[src/rtl/truth_table_sweeper.sv]
// Truth-table sweeper: drives all 8 input vectors of a 3-input circuit, samples its
// output after a programmable settle time and scores the captured table against EXPECTED.
module truth_table_sweeper #(
    parameter logic [7:0]  EXPECTED = 8'hE8,
    parameter int unsigned SETTLE   = 4
) (
    input  logic       clk,
    input  logic       rst_n,
    input  logic       start,
    input  logic       abort,
    input  logic       dut_out,
    output logic       in1,
    output logic       in2,
    output logic       in3,
    output logic       busy,
    output logic       done,
    output logic       pass,
    output logic [7:0] captured,
    output logic [3:0] mismatch_count
);

    typedef enum logic [1:0] {
        ST_IDLE = 2'd0,
        ST_RUN  = 2'd1,
        ST_DONE = 2'd2
    } state_t;

    localparam logic [7:0] SETTLE_LAST = 8'(SETTLE - 1);
    localparam logic [3:0] MC_MAX      = 4'd8;

    state_t     state_r;
    state_t     state_s;
    logic [2:0] idx_r;
    logic [7:0] settle_cnt_r;
    logic [2:0] vec_r;
    logic       busy_r;
    logic       done_r;
    logic       pass_r;
    logic [7:0] captured_r;
    logic [3:0] mismatch_count_r;
    logic       sample_s;
    logic [7:0] captured_next_s;

    // Disagreement between a sampled output bit and the expected table entry.
    function automatic logic sample_miss(input logic [7:0] table_v, input logic [2:0] i,
                                         input logic sample_v);
        return sample_v ^ table_v[i];
    endfunction

    // Saturating increment so the count can never wrap past eight.
    function automatic logic [3:0] sat_inc(input logic [3:0] v);
        logic [3:0] r;
        if (v >= MC_MAX) begin
            r = MC_MAX;
        end else begin
            r = v + 4'd1;
        end
        return r;
    endfunction

    // Next-state decode plus the sample strobe and the table with the pending sample merged.
    always_comb begin
        state_s         = state_r;
        sample_s        = 1'b0;
        captured_next_s = captured_r;
        if ((state_r == ST_RUN) && !abort && (settle_cnt_r == SETTLE_LAST)) begin
            sample_s               = 1'b1;
            captured_next_s[idx_r] = dut_out;
        end else begin
            sample_s = 1'b0;
        end
        case (state_r)
            ST_IDLE: begin
                if (start) begin
                    state_s = ST_RUN;
                end else begin
                    state_s = ST_IDLE;
                end
            end
            ST_RUN: begin
                // abort outranks the final sample, so it is tested first
                if (abort) begin
                    state_s = ST_IDLE;
                end else if (sample_s && (idx_r == 3'd7)) begin
                    state_s = ST_DONE;
                end else begin
                    state_s = ST_RUN;
                end
            end
            ST_DONE: state_s = ST_IDLE;
            default: state_s = ST_IDLE;
        endcase
    end

    // State register.
    always_ff @(posedge clk) begin
        if (!rst_n) begin
            state_r <= ST_IDLE;
        end else begin
            state_r <= state_s;
        end
    end

    // Vector sequencing, sampling and scoring registers.
    always_ff @(posedge clk) begin
        if (!rst_n) begin
            idx_r            <= 3'd0;
            settle_cnt_r     <= 8'd0;
            vec_r            <= 3'd0;
            busy_r           <= 1'b0;
            done_r           <= 1'b0;
            pass_r           <= 1'b0;
            captured_r       <= 8'h00;
            mismatch_count_r <= 4'd0;
        end else begin
            done_r <= 1'b0;
            case (state_r)
                ST_IDLE: begin
                    if (start) begin
                        captured_r       <= 8'h00;
                        mismatch_count_r <= 4'd0;
                        pass_r           <= 1'b0;
                        idx_r            <= 3'd0;
                        settle_cnt_r     <= 8'd0;
                        vec_r            <= 3'd0;
                        busy_r           <= 1'b1;
                    end else begin
                        busy_r <= 1'b0;
                        vec_r  <= 3'd0;
                    end
                end
                ST_RUN: begin
                    if (abort) begin
                        busy_r       <= 1'b0;
                        vec_r        <= 3'd0;
                        idx_r        <= 3'd0;
                        settle_cnt_r <= 8'd0;
                    end else if (sample_s) begin
                        captured_r       <= captured_next_s;
                        mismatch_count_r <= sample_miss(EXPECTED, idx_r, dut_out) ?
                                            sat_inc(mismatch_count_r) : mismatch_count_r;
                        settle_cnt_r     <= 8'd0;
                        if (idx_r == 3'd7) begin
                            busy_r <= 1'b0;
                            done_r <= 1'b1;
                            vec_r  <= 3'd0;
                            idx_r  <= 3'd0;
                            pass_r <= (captured_next_s == EXPECTED);
                        end else begin
                            idx_r <= idx_r + 3'd1;
                            vec_r <= idx_r + 3'd1;
                        end
                    end else begin
                        settle_cnt_r <= settle_cnt_r + 8'd1;
                    end
                end
                ST_DONE: begin
                    busy_r <= 1'b0;
                    vec_r  <= 3'd0;
                end
                default: begin
                    busy_r <= 1'b0;
                    vec_r  <= 3'd0;
                end
            endcase
        end
    end

    assign in1            = vec_r[2];
    assign in2            = vec_r[1];
    assign in3            = vec_r[0];
    assign busy           = busy_r;
    assign done           = done_r;
    assign pass           = pass_r;
    assign captured       = captured_r;
    assign mismatch_count = mismatch_count_r;

endmodule

[config.mk]
export PLATFORM = sky130hd
export DESIGN_NAME = truth_table_sweeper
export DESIGN_NICKNAME = d
export VERILOG_FILES = /design/src/rtl/truth_table_sweeper.sv
export SDC_FILE = /design/constraint.sdc
export NUM_CORES = 1
export LEC_CHECK = 0
export ABC_AREA = 0
export BUFFER_PORTS_ARGS = -buffer_cell sky130_fd_sc_hd__buf_2
export CAP_MARGIN = 10
export CORE_AREA = 8 8 55 80
export DETAILED_ROUTE_END_ITERATION = 12
export DIE_AREA = 0 0 63 88
export HOLD_SLACK_MARGIN = 0.15
export PLACE_DENSITY = 0.77
export RECOVER_POWER = 25
export SYNTH_ARGS = -nofsm -noshare
export SYNTH_HDL_FRONTEND = slang
export SYNTH_SLANG_ARGS = --single-unit
[constraint.sdc]
create_clock -name clk -period 2.7 [get_ports clk]
set_input_delay 0.81 -clock clk [delete_from_list [all_inputs] [get_ports clk]]
set_output_delay 0.81 -clock clk [all_outputs]
set_load 0.02 [all_outputs]
==> out/qor_table.md <==
| Group | Quantity | Value |
| --- | --- | --- |
| run status | Result of the run | completed |
| place | Placer congestion estimate | 0.887 |
| logic synthesis | Net Count, Synth | 227 |
| place | Number of cells after detailed placement | 281 |
| layout | Final instance count without filler cells | 289 |
| logic synthesis | Main flop type after synthesis | dfxtp_1 |
| floorplan | Number of top-level design ports | 23 |
| layout | Antenna diode count | 0 |
| critical path | Largest fanout on the critical path | 6 |
| floorplan | Die Y-Extent | 88 um |
| critical path | Category of the most critical setup path | reg -> reg |
| global route | Antenna violations before repair | 0 |
| timing | Post-layout minimum cycle time | 2250 ps |
| layout | Relative area change from synthesis to final layout | 15.2% |
| logic synthesis | Adder-cell share of the synthesized area | 0.0360 |
| logic synthesis | Part of the Yosys area used for sequential elements | 0.369 |
| timing | Hold slack final | 456 ps |
| route | Count of nets left with antenna violations after detail routing | 0 |
| logic synthesis | Combinational family with the most area after synthesis | simple AND/OR/NAND/NOR gates |
| power and ir drop | Internal Power | 0.702 mW |
| logic synthesis | Combined area of all synthesized cells | 1740 um2 |
| floorplan | Initial Util | 0.529 |
| route | Count of TritonRoute iterations in the first routing pass | 4 |
| power and ir drop | Part of the total power dissipated in the clock network | 0.412 |
| route | Vias per cell | 5.94 |
| power and ir drop | Combinational fraction of design power | 0.063 |
| power and ir drop | Proportion of power drawn by flip-flops and latches | 0.525 |
| critical path | Startpoint type of the worst setup path | flip-flop |
| layout | Leading cell type in the layout, fill and taps excluded | dfxtp_1 |
| clocking | # hold bufs at CTS | 0 |
| critical path | Data required time at the worst endpoint | 2870 ps |
| critical path | Cell-by-cell listing of the critical path | ha_1 -> or4b_4 -> nor4_2 -> buf_4 -> a211oi_1 -> a31oi_1 -> o41ai_2 |
| timing | Setup Skew | 3.66 ps |
| timing | Hold Violations, Final | 0 |
| timing | Maximum clock rate | 445 MHz |
| route | Routed via count | 1717 |
| critical path | Slowest stage delay, CP | 540 ps |
| critical path | Critical-path top delay cell | or4b_4 |
| timing | Slew headroom | 0.649 |
| layout | Layout cell share with drive strength beyond 1 | 0.117 |
| logic synthesis | Area share of and/or/nand/nor cells after synthesis | 0.325 |
| floorplan | Row cnt | 26 |
| clocking | Source-to-sink clock delay at the later pin of the worst-skew pair | 280 ps |
| clocking | Clock Path Buffers | 2 |
| logic synthesis | Post-Synthesis Cells | 217 |
| logic synthesis | Number of synthesized flops with an enable pin | 0 |
| power and ir drop | Maximum VDD drop | 0.345 mV |
| global route | Overall Global Routing Usage | 0.164 |
| timing | Tightest Pin Transition | 526 ps |
| power and ir drop | Pwr/cell area | 457 nW/um2 |
| critical path | Critical Path Sink Type | flip-flop |
| worst hold path | Type of the most critical hold path | reg -> reg |
| clocking | Inserted Clock Buffers | 5 |
| job | Max-capacitance violation count | 0 |
| timing | Sum Neg Setup Slack | 0 ps |
| global route | Pin count of the biggest net entering global routing | 17 |
| logic synthesis | Post-synthesis average cell area | 8.00 um2 |
| logic synthesis | Warning count from the yosys run | 0 |
| floorplan | Width of the chip | 63 um |
| power and ir drop | Leakage | 0.725 nW |
| logic synthesis | Multiplexer share of the synthesized area | 0.00576 |
| clocking | Resized cells post-CTS | 0 |
| logic synthesis | Async SR Flop Fraction | 0 |
| place | Quantity of I/O buffers inserted on ports | 22 |
| global route | Global-route wire length before repair | 7.49 mm |
| global route | Total overflow reported by the global router | 0 |
| logic synthesis | Synthesized-area fraction occupied by ao, oa, aoi and oai cells | 0.199 |
| logic synthesis | Number of library cell types mapped by synthesis | 44 |
| route | Remaining design rule violation count | 0 |
| clocking | Number of sinks driven by the clock tree | 32 |
| clocking | Clk root buf | clkbuf_8 |
| power and ir drop | Total design power | 0.915 mW |
| logic synthesis | XOR/XNOR share of the synthesized area | 0.0353 |
| timing | Post-route fraction of the period consumed by the critical path | 0.832 |
| critical path | Signal arrival time at the worst endpoint | 2420 ps |
| timing | Final setup violation count | 0 |
| route | Starting DRT DRC Count | 49 |
| power and ir drop | Net switching power | 0.213 mW |
| timing | Unrepaired setup endpoints after global routing | false |
| clocking | Post-CTS setup buffer count | 0 |
| layout | Top library cells by usage in the layout, fill and taps aside | dfxtp_1 (32), nand2_1 (28), nor2_1 (25) |
| timing | Final Slew Violations | 0 |
| clocking | Clock-pin slew reported for the worst setup and hold paths after clock tree synthesis | 70 ps |
| layout | Final net count | 256 |
| clocking | H-tree level count | 2 |
| logic synthesis | Register bit total from synthesis | 32 |
| route | Total Wirelength | 4.29 mm |
| route | Routed WL per cell | 14.8 um |
| floorplan | Core Footprint | 3290 um2 |
| place | DP Wirelength | 3.13 mm |
| floorplan | Floorplan die area | 5540 um2 |
| power and ir drop | Switching power as a share of total power | 0.233 |
| clocking | TritonCTS clock tree | built |
| global route | Number of global-route vias before repair | 1696 |
kinds of logic after synthesis:
kind of cell	after synthesis
buffers and inverters	14
AO/OA/AOI/OAI	50
AND/OR/NAND/NOR	108
adder cells (fa/ha/maj)	5
XOR/XNOR	7
flip-flops	32
multiplexers	1
Yosys cell counts (2+ instances only):
master    instances  share of area
dfxtp_1          32           0.37
ha_1              5          0.036
and3_1            4          0.014
o31ai_1           2         0.0086
o21ai_0          10          0.029
nor3b_1           3          0.013
nand2b_1          3          0.011
nand3_1          11          0.032
nand4_1          13          0.047
nand2_1          28          0.061
a31oi_1           2         0.0072
nor2b_1           3          0.011
clkbuf_1          7          0.015
o22ai_1           2         0.0072
a21boi_0          5          0.022
nor3_1            6          0.017
a22oi_1           2         0.0086
inv_1             7          0.015
o211ai_1          3          0.013
a21oi_1           8          0.023
nor2_1           25          0.054
o21a_1            6          0.026
xor2_1            7          0.035
or3_1             3          0.011
path summary, 6_finish.rpt:
path / slack (ps) / from / cells past startpoint / end
hold reg to reg: 460 / busy / 2 / busy
hold / removal: 460 / busy / 2 / busy
setup / recovery: 450 / settle_cnt_r[0] / 7 / pass
setup reg to reg: 450 / settle_cnt_r[0] / 7 / pass
flip-flops by register name, indices dropped and copies added, names as in the netlist, named ones only:
| signal | cells |
|---|---|
| busy | 1 |
| captured | 8 |
| done | 1 |
| idx_r | 3 |
| mismatch_count | 4 |
| pass | 1 |
| settle_cnt_r | 8 |
| state_r | 2 |
| vec_r | 3 |
per-layer routing:
layer | vias up | global-route usage | part of all wire
met5 | - | 0 | 0
met4 | 0 | 0.0938 | 0.026
met3 | 10 | 0.0538 | 0.057
met2 | 44 | 0.295 | 0.51
met1 | 812 | 0.163 | 0.41
li1 | 851 | - | -
worst max-delay path: cells and delay by family (launching register included):
kind	cells	cell delay [ps]
AOI/OAI and AO/OA	3	440
adders and majority gates	1	270
buffers and inverters	1	190
DFF	1	410
and+or+nand+nor	2	830
cell type report:
class / instances / area (um2)
fill: 330 / 1280
tap: 42 / 52.6
sequential: 32 / 641
clock buffer: 8 / 90.1
multi-input combinational: 171 / 1040
inverter: 7 / 26.3
timing repair buffer: 29 / 148
power groups by stage:
stage / Combinational, mW / Clock (mW) / Sequential [mW]
3_3_place_gp: 0.0573 / 0 / 0.491
4_1_cts: 0.0586 / 0.389 / 0.480
2_1_floorplan: 0.0368 / 0 / 0.491
3_5_place_dp: 0.0581 / 0 / 0.491
6_report: 0.0579 / 0.377 / 0.480
5_1_grt: 0.0643 / 0.409 / 0.481
stage by stage:
stage           util  setup WS, ps  cell area [um2]
6_report       0.609           454             2000
5_1_grt        0.609           328             2000
4_1_cts        0.613           455             2020
3_5_place_dp   0.586           332             1930
3_3_place_gp   0.586           342             1930
2_1_floorplan      -           476             1740
Note: power is estimated with default switching activity, not from simulation.
